<file path="config.mk">
export PLATFORM = sky130hd
export DESIGN_NAME = mem_access_ctrl
export DESIGN_NICKNAME = d
export VERILOG_FILES = /design/src/rtl/mem_access_ctrl.sv
export SDC_FILE = /design/constraint.sdc
export NUM_CORES = 1
export LEC_CHECK = 0
export CAP_MARGIN = 15
export CORE_AREA = 2 2 154 156
export DETAILED_ROUTE_END_ITERATION = 8
export DIE_AREA = 0 0 156 158
export DONT_BUFFER_PORTS = 1
export GPL_TIMING_DRIVEN = 0
export HOLD_SLACK_MARGIN = 0.06
export PLACE_DENSITY = 0.55
export REMOVE_ABC_BUFFERS = 1
export SYNTH_ARGS = -nofsm -noshare
export SYNTH_HDL_FRONTEND = slang
export SYNTH_SLANG_ARGS = --single-unit
export TNS_END_PERCENT = 20
</file>
<file path="constraint.sdc">
create_clock -name clk -period 11.8 [get_ports clk]
set_clock_uncertainty 0.1 [all_clocks]
set_input_delay 2.36 -clock clk [delete_from_list [all_inputs] [get_ports clk]]
set_output_delay 2.36 -clock clk [all_outputs]
set_load 0.02 [all_outputs]
</file>
<file path="src/rtl/mem_access_ctrl.sv">
// mem_access_ctrl: MEM-stage req/ack data-memory controller with pipeline stall, misalignment and timeout faults.
// Optional byte access (LDURB/STURB) is enabled by defining MEM_BYTE_ACCESS_EN.
module mem_access_ctrl #(
    parameter int TIMEOUT_CYCLES = 64
) (
    input  logic        clk,
    input  logic        rst,
    input  logic [63:0] mem_ALU_result,
    input  logic [63:0] mem_write_data,
    input  logic        mem_read_en,
    input  logic        mem_write_en,
`ifdef MEM_BYTE_ACCESS_EN
    input  logic        mem_byte,
`endif
    output logic        dmem_req,
    output logic        dmem_we,
    output logic [63:0] dmem_addr,
    output logic [63:0] dmem_wdata,
    output logic [7:0]  dmem_be,
    input  logic        dmem_ack,
    input  logic [63:0] dmem_rdata,
    output logic [63:0] mem_read_data,
    output logic        mem_stall,
    output logic        mem_fault
);
    localparam logic [1:0] IDLE = 2'd0, BUSY = 2'd1, DONE = 2'd2;
    logic [1:0]  state;
    logic [7:0]  cnt;
    logic        acc, aligned, timeout;
    logic [63:0] wdata_n, ld_data;
    assign acc     = mem_read_en | mem_write_en;
    assign timeout = cnt == 8'(TIMEOUT_CYCLES - 1);
`ifdef MEM_BYTE_ACCESS_EN
    logic byte_q;
    assign aligned = mem_byte | (mem_ALU_result[2:0] == 3'd0);
    assign wdata_n = mem_byte ? {8{mem_write_data[7:0]}} : mem_write_data;
    assign ld_data = byte_q ? {56'b0, dmem_rdata[8*dmem_addr[2:0] +: 8]} : dmem_rdata;
    always_ff @(posedge clk or posedge rst)
        if (rst) begin
            byte_q  <= 1'b0;
            dmem_be <= 8'hFF;
        end else if (state == IDLE && acc && aligned) begin
            byte_q  <= mem_byte;
            dmem_be <= mem_byte ? 8'd1 << mem_ALU_result[2:0] : 8'hFF;
        end
`else
    assign aligned = mem_ALU_result[2:0] == 3'd0;
    assign wdata_n = mem_write_data;
    assign ld_data = dmem_rdata;
    assign dmem_be = 8'hFF;
`endif
    // Stall is combinational in IDLE so the issuing cycle itself holds the pipeline.
    assign mem_stall = (state == BUSY) | (state == IDLE & acc & aligned);
    always_ff @(posedge clk or posedge rst)
        if (rst) begin
            state         <= IDLE;
            cnt           <= 8'd0;
            dmem_req      <= 1'b0;
            dmem_we       <= 1'b0;
            dmem_addr     <= 64'd0;
            dmem_wdata    <= 64'd0;
            mem_read_data <= 64'd0;
            mem_fault     <= 1'b0;
        end else begin
            mem_fault <= 1'b0;
            cnt       <= state == BUSY ? cnt + 8'd1 : 8'd0;
            case (state)
                IDLE:
                    if (acc && aligned) begin
                        state      <= BUSY;
                        dmem_req   <= 1'b1;
                        dmem_we    <= mem_write_en;
                        dmem_addr  <= mem_ALU_result;
                        dmem_wdata <= wdata_n;
                    end else if (acc) begin
                        mem_fault <= 1'b1;
                        if (!mem_write_en) mem_read_data <= 64'd0;
                    end
                BUSY:
                    // Ack has priority over a coincident timeout.
                    if (dmem_ack) begin
                        if (!dmem_we) mem_read_data <= ld_data;
                        dmem_req <= 1'b0;
                        state    <= DONE;
                    end else if (timeout) begin
                        if (!dmem_we) mem_read_data <= 64'd0;
                        dmem_req  <= 1'b0;
                        mem_fault <= 1'b1;
                        state     <= DONE;
                    end
                default: state <= IDLE;
            endcase
        end
endmodule
</file>
==> impl_metrics.toml, run 1 <==
[sta]
period_share = 0.5157
setup_viol = 0
whs_ns = 0.4061
slew_violations = 0
fmax_mhz = 164.3
slew_headroom = 0.2897
finalHoldViolations = 0
tns_ns = 0
rsz0062_at_grt = "false"
tightestPinTransition_ns = 1.065
fin_crit_ns = 6.085

[die]
dieWidth_um = 156
initial_core_util = 0.3768
die-area_mm2 = 0.02465
pin_count = 401
core-area_mm2 = 0.02305
die_h_um = 158
row_count = 56

[power]
p_total_mw = 2.140
power.leakage_nw = 3.954
vdd_ir_drop_max_v = 0.00008383
powerDensity_mw_per_mm2 = 219.2

[drt]
vias = 5453
finalWirelength_um = 21770
wire_per_inst_um = 21.99
viasPerCell = 5.508
dr.pass1.iters = 8
antenna_left = 0
drt_iter0_drc = 295
drcViolationCount = 0

[clock_tree]
postCtsSetupRepairBufs = 0
holdBufCountCts = 0
cts_tree = "yes"
ctsHtreeMaxLevel = 1
post_cts_resized = 0
clk_latency_ns = 0.51
cts_buffers = 23
cts.sinks = 205
cts_root_buf = "clkbuf_16"
clk_pin_slew_ns = 0.06
clockBufferDepth = 3

[grt]
grt_max_degree = 129
antenna_found_initial = 3
grt_pass1_vias = 5666
track_usage = 0.1640
grt_overflow_total = 0
grt_pass1_wl_um = 32090

[finish]
drive_gt1_frac = 0.2787
finish.instance_area_mm2 = 0.009766
fin_util = 0.4236
n_fill_cell = 2064
fin_nets = 877
multi_input_comb_area_mm2 = 0.003157
ff_latch_area_mm2 = 0.005130
syn2layout_area_growth_pct = 12.43

[setup_path]
critPathCaptureType = "output pin"
start_kind = "primary input"
worstPathArrival_ns = 3.62
cp_max_fo = 14
crit_type = "in2out"
required_ns = 9.34

[placed_design]
dp_hpwl_um = 15730
port_buffers = 0
place_area_mm2 = 0.008966
routabilityCongestion = 0.7608

[logic_synthesis]
syn_inst = 697
syn_avg_cell_area_um2 = 12.46
ys_types = 38
synth_seq_cells = 205
synthArstFlopShare = 1.000
synth_edf_count = 0
yosys_warnings = 0
syn_area_mm2 = 0.008686
synth.yosys.seq_area_share = 0.5906
ys.flop_type = "dfrtp_1"

[outcome]
status = "finished, final reports clean"

[run]
drv_cap = 0

[min_path]
hold_path_class = "reg2reg"
-- flip-flops by register name, indices dropped and copies added, names as in the netlist --
| name | count |
|---|---|
| dmem_we | 1 |
| dmem_wdata | 64 |
| cnt | 8 |
| mem_read_data | 64 |
| dmem_req | 1 |
| state | 2 |
| dmem_addr | 64 |
| mem_fault | 1 |
-- synth_stat cells (all sizes together), types with 2 or more instances --
cell    number  area (µm²)
xor2         2       17.52
nand3b      25       187.7
or3          2       12.51
inv         40       150.1
a21oi        3       15.01
o21ai        5       36.29
nand3        3       15.01
and2         5       31.28
o221ai      39       404.1
mux2       126        1419
nand2      107       401.6
nor2b        2       12.51
nor2         7       26.28
buf         38       235.2
o211ai      51       382.9
dfrtp      205        5130
clkbuf      22       82.58
-- through the flow --
stage,instances,setup slack [ns]
3_5_place_dp,943,5.709
6_report,990,5.715
5_1_grt,989,5.577
2_1_floorplan,644,3.744
3_3_place_gp,934,1.586
4_1_cts,985,5.711
-- critical path, stage by stage --
cell and delay [ns]:
nor3_2 0.39, buf_6 0.24, buf_6 0.18, o211ai_1 0.20
nand2_1 0.26
-- kinds of logic (layout without fill, tap and decap cells) --
kind of cell	after synthesis	in the layout	share of synthesized area
other	1	12	0.0004317
DFF	205	205	0.5906
buffers and inverters	100	92	0.05387
adders and majority gates	1	1	0.001440
muxes	126	126	0.1634
AOI/OAI and AO/OA	103	103	0.1014
xor gates and xnor gates	3	3	0.003026
and+or+nand+nor	158	158	0.08585
-- area by class of cell --
| cell class | instances | share of cell area |
|---|---|---|
| Clock inverter | 10 | 0.009225 |
| Inverter | 40 | 0.01614 |
| Multi-Input combinational cell | 399 | 0.3233 |
| Tap cell | 290 | 0.03716 |
| Timing Repair Buffer | 10 | 0.01832 |
| Clock buffer | 32 | 0.06957 |
| Antenna cell | 4 | 0.001025 |
| Sequential cell | 205 | 0.5253 |
-- cells in the final DEF, fill, tap and decap left out, types with 2 or more instances in the layout --
cell,n
clkbuf_1,2
clkinv_2,5
mux2_2,126
o211ai_1,51
and2_1,5
nand3b_1,25
conb_1,8
or3_1,2
clkbuf_16,23
xor2_1,2
a21oi_1,3
clkbuf_8,7
nand2_1,107
dfrtp_1,205
nor2_1,6
inv_6,4
o21ai_0,4
o221ai_1,29
buf_6,5
inv_1,39
diode_2,4
o221ai_2,10
nand3_1,3
buf_16,3
buf_12,2
-- layer usage --
layer / GRT usage / part of all wire
met1: 0.1816 / 0.35
met2: 0.2855 / 0.51
met3: 0.07063 / 0.11
met4: 0.05199 / 0.023
met5: 0 / 0
-- worst paths after layout --
kind                                   startpoint                end  slack, ns  cells after the start
worst min-delay path                       cnt[0]             cnt[0]       0.41                      1
worst max-delay path            mem_ALU_result[0]          mem_stall       5.72                      5
worst max register to register           state[0]  mem_read_data[22]       8.73                      4
worst min register to register             cnt[0]             cnt[0]       0.41                      1
max in group asynchronous                     rst             cnt[6]       8.94                      2
min in group asynchronous                     rst      dmem_addr[24]       1.65                      1
-- report_power, final --
part	total, mW	internal, mW	switching [mW]
clock network	0.715	0.426	0.289
logic	0.223	0.131	0.0921
registers	1.20	0.860	0.343
total	2.14	1.42	0.723
No activity file was read; power rests on OpenSTA's default activity.
==> run 2: changes to the inputs <==
CORE_AREA = 2 2 157 159   (was 2 2 154 156)
DIE_AREA = 0 0 159 161   (was 0 0 156 158)
PLACE_DENSITY = 0.53   (was 0.55)
clock period = 6.1 ns   (was 11.8 ns; I/O delays follow)
==> run 2 against run 1 <==
Clock power up 96%. Total power is 94% higher. Largest cell class unchanged. Hold slack worse by 0.0023 ns. Highest routed layer unchanged. Routed wire length rose by 2.4%. Via count rose by 0.59%. Utilization is 1.4 points lower. Final cell count up 3.2%. Critical path depth is 1 lower. Register-to-register slack got worse by 5.7 ns. Sequential cell count did not move. Clock-buffer cell count fell by 2. Non-clock buffer count is the same.
==> impl_metrics.toml, run 2 (synthesized netlist as in run 1, its figures left out) <==
[placed_design]
dp_hpwl_um = 16100
routabilityCongestion = 0.8081
place_area_mm2 = 0.009012
port_buffers = 0
post-place-ws_ns = 2.264

[die]
die-area_mm2 = 0.02560
dieWidth_um = 159
die_h_um = 161
initial_core_util = 0.3625
pin_count = 401
row_count = 57
core-area_mm2 = 0.02396

[sta]
finalHoldViolations = 0
slew_violations = 0
period_share = 0.6274
setup_viol = 0
tightestPinTransition_ns = 1.075
slew_headroom = 0.2833
fin_crit_ns = 3.827
fmax_mhz = 261.3
tns_ns = 0
rsz0062_at_grt = "false"
setup_slack_ns = 2.273

[clock_tree]
post_cts_resized = 0
ctsHtreeMaxLevel = 1
clk_latency_ns = 0.50
cts.sinks = 205
cts_tree = "yes"
postCtsSetupRepairBufs = 0
cts_root_buf = "clkbuf_16"
holdBufCountCts = 0
cts_buffers = 23
clockBufferDepth = 3
clk_pin_slew_ns = 0.06

[setup_path]
critPathCaptureType = "output pin"
reg2reg_from = "state[0]"
required_ns = 4.78
r2r-end = "mem_read_data[17]"
r2r_setup_slack_ns = 3.08
cp_max_fo = 13
worstPathArrival_ns = 2.51
start_kind = "primary input"
crit_type = "in2out"
ff2ff_path_depth = 4

[min_path]
min_from = "cnt[0]"
hold_path_end = "cnt[0]"
hold_path_class = "reg2reg"
worstHoldPathCells = 1

[finish]
fin_util = 0.4099
syn2layout_area_growth_pct = 13.08
drive_gt1_frac = 0.2802
layout_common_cells = "dfrtp_1, mux2_2, nand2_1"
reg_top3 = "dmem_addr (64), dmem_wdata (64), mem_read_data (64)"
fin_nets = 877
finish.instance_area_mm2 = 0.009822
layout_commonest_cell = "dfrtp_1"

[power]
vdd_ir_drop_max_v = 0.0001818
powerDensity_mw_per_mm2 = 423.6
power.leakage_nw = 3.956
p_total_mw = 4.160

[grt]
antenna_found_initial = 2
grt_pass1_wl_um = 33750
track_usage = 0.1657
grt_overflow_total = 0
grt_max_degree = 115
grt_pass1_vias = 5717

[drt]
drcViolationCount = 0
finalWirelength_um = 22300
wire_per_inst_um = 21.82
viasPerCell = 5.367
antenna_left = 0
vias = 5485
drt_iter0_drc = 333
dr.pass1.iters = 4

[outcome]
status = "finished, final reports clean"

[run]
drv_cap = 0
run 2: cell types whose count changed in the layout (fill, tap and decap cells not counted), sizes merged:
cell      previous run  this run
diode                4         2
inv                 44        41
clkinvlp             0         2
clkinv               5         7
clkbuf              32        30
bufinv               1         2
run 2: area by class of cell:
cell class              instances  area, µm²
clock inverters                12      122.6
multi-input cells             399       3157
flip-flops and latches        205       5130
fillers                      2265      14140
clock buffers                  30      661.9
repair buffers                 10      182.7
diodes                          2      5.005
inverters                      40      157.7
well taps                     324      405.4
run 2: routing by layer:
| metal | vias to the layer above | GRT usage | wire length (µm) |
|---|---|---|---|
| met3 | 34 | 0.07242 | 2657 |
| met1 | 2737 | 0.1865 | 7833 |
| met2 | 307 | 0.2852 | 11370 |
| li1 | 2407 | - | - |
| met5 | - | 0 | 0 |
| met4 | 0 | 0.05124 | 435 |
run 2: metrics by stage:
stage | std cells | hold slack, ns
finish | 1022 | 0.4038
global route | 1022 | 0.4295
CTS | 1019 | 0.4023
detailed placement | 977 | 0.3943
global placement | 968 | 0.3737
floorplan | 644 | 0.3546
run 2: worst max-delay path by stage:
| stage | from | end | cells after the start |
|---|---|---|---|
| 5_1_grt | mem_ALU_result[0] | mem_stall | 4 |
| 6_report | mem_ALU_result[0] | mem_stall | 4 |
| 3_5_place_dp | mem_ALU_result[0] | dmem_addr[22] | 5 |
| 2_1_floorplan | rst | cnt[0] | 1 |
| 4_1_cts | mem_ALU_result[0] | mem_stall | 4 |
| 3_3_place_gp | dmem_ack | mem_read_data[15] | 3 |
run 2: where the power goes:
| part | internal, mW | total (mW) | switching [mW] |
|---|---|---|---|
| registers | 1.66 | 2.33 | 0.664 |
| clock network | 0.850 | 1.40 | 0.548 |
| logic | 0.252 | 0.435 | 0.183 |
| total | 2.77 | 4.16 | 1.39 |
run 2: worst max-delay path: stages:
cell      delay [ns]
nor3_2          0.55
buf_6           0.25
o211ai_1        0.22
nand2_1         0.26
==> run 3: changes to the inputs <==
CORE_AREA = 2 2 155 157   (was 2 2 157 159)
DIE_AREA = 0 0 157 159   (was 0 0 159 161)
PLACE_DENSITY = 0.56   (was 0.53)
clock period = 3.4 ns   (was 6.1 ns; I/O delays follow)
==> run 3 against run 2 <==
Final cell count fell by 0.59%. Design area is 0.33% lower. Total power rose by 79%. Utilization up 1.2 points. Combinational power up 78%. Clock power is 80% higher. Critical endpoint is now mem_read_data[35]. Highest routed layer is now met5.
==> impl_metrics.toml, run 3 (synthesized netlist as in run 1, its figures left out) <==
[outcome]
status = "finished, final reports clean"

[finish]
syn2layout_area_growth_pct = 12.71
layout_commonest_cell = "dfrtp_1"
layout_common_cells = "dfrtp_1, mux2_2, nand2_1"
reg_top3 = "dmem_addr (64), dmem_wdata (64), mem_read_data (64)"
instances_no_fill = 1016
fin_util = 0.4221
drive_gt1_frac = 0.2734
fin_nets = 878

[power]
power.leakage_nw = 3.946
powerDensity_mw_per_mm2 = 761.7
vdd_ir_drop_max_v = 0.0003909

[clock_tree]
clk_latency_ns = 0.50
cts_tree = "yes"
cts_buffers = 23
ctsHtreeMaxLevel = 1
cts_root_buf = "clkbuf_16"
postCtsSetupRepairBufs = 0
cts.sinks = 205
clk_pin_slew_ns = 0.06
clockBufferDepth = 3

[sta]
slew_headroom = 0.2179
finalHoldViolations = 0
period_share = 0.9358
fin_crit_ns = 3.182
slew_violations = 0
whs_ns = 0.1982
tightestPinTransition_ns = 1.173
rsz0062_at_grt = "false"
setup_viol = 0
fmax_mhz = 314.3

[grt]
grt_max_degree = 106
grt_pass1_vias = 5844
grt_pass1_wl_um = 33840
use_met1 = 0.1762
antenna_found_initial = 3
met3_usage = 0.08247
track_usage = 0.1726
grtUsageMet2 = 0.3118
grt_overflow_total = 0
grt_busiest_layer = "met2"

[drt]
vias = 5458
antenna_left = 0
drcViolationCount = 0
viasPerCell = 5.372
wire_per_inst_um = 22.18
drt_iter0_drc = 235
finalWirelength_um = 22530
dr.pass1.iters = 4

[die]
die-area_mm2 = 0.02496
core-area_mm2 = 0.02319
die_h_um = 159
row_count = 56
initial_core_util = 0.3745
pin_count = 401
dieWidth_um = 157

[setup_path]
ff2ff_path_depth = 3
path_cells = "or4b_1 -> o21ai_4 -> o221ai_1"
critPathCaptureType = "flip-flop"
start_kind = "flip-flop"
cp_max_fo = 32
r2r-end = "mem_read_data[35]"
worstPathArrival_ns = 3.44
crit_slowest_cell = "or4b_1"
reg2reg_from = "state[0]"
crit_type = "reg2reg"
r2r_setup_slack_ns = 0.22
required_ns = 3.65
slowest_delay_ns = 1.18

[placed_design]
place_inst = 972
routabilityCongestion = 0.7493
port_buffers = 0
dp_hpwl_um = 16320

[min_path]
min_from = "dmem_rdata[13]"
worstHoldPathCells = 2
hold_path_end = "mem_read_data[13]"
hold_path_class = "in2reg"

[run]
drv_cap = 0
-- run 3: area by class of cell --
type / count / area, µm²
repair buffers: 10 / 160.2
flip-flops and latches: 205 / 5130
clock buffers: 31 / 645.6
well taps: 319 / 399.1
fillers: 2115 / 13400
inverters: 40 / 157.7
multi-input cells: 400 / 3168
clock inverters: 9 / 123.9
diodes: 2 / 5.005
-- run 3: what timing repair did --
item / 4_1_cts / 5_1_grt
resized for setup: 1 / 0
endpoints found under the setup margin: 17 / 0
endpoints found under the hold margin: 5 / 0
hold buffers: 1 / 0
-- run 3: per-stage QoR --
| step | cell area [µm²] | TNS [ns] | setup slack [ns] | power, mW |
|---|---|---|---|---|
| 2_1_floorplan | 8394 | -1059.10 | -2.976 | 4.677 |
| 3_5_place_dp | 8989 | -0.4335 | -0.05439 | 5.000 |
| 5_1_grt | 9789 | 0 | 0.07174 | 7.815 |
| 6_report | 9789 | 0 | 0.2184 | 7.457 |
| 3_3_place_gp | 8793 | -1775.61 | -5.602 | 4.929 |
| 4_1_cts | 9784 | 0 | 0.2580 | 7.559 |
-- run 3: worst max-delay path by stage --
stage               depth (start not counted)      from                end
finish                                      3  state[0]  mem_read_data[35]
CTS                                         3  state[0]  mem_read_data[16]
global route                                3  state[0]  mem_read_data[13]
global placement                            3  state[0]   mem_read_data[2]
floorplan                                   1       rst             cnt[0]
detailed placement                          3  state[0]  mem_read_data[10]
-- run 3: metal layers --
layer  vias to the layer above  wire [µm]
met3                        30       2968
li1                       2400          -
met5                         -         12
met4                         2        397
met2                       301      11730
met1                      2725       7429
-- run 3: report_power, final --
part,internal (mW),switching (mW)
registers,2.98,1.18
clock network,1.55,0.964
logic,0.449,0.327
-- run 3: worst max-delay path, delay by kind of cell, from the launching register on --
family,cells,cell delay [ns]
DFF,1,0.76
AOI/OAI and AO/OA,2,0.97
and+or+nand+nor,1,1.18
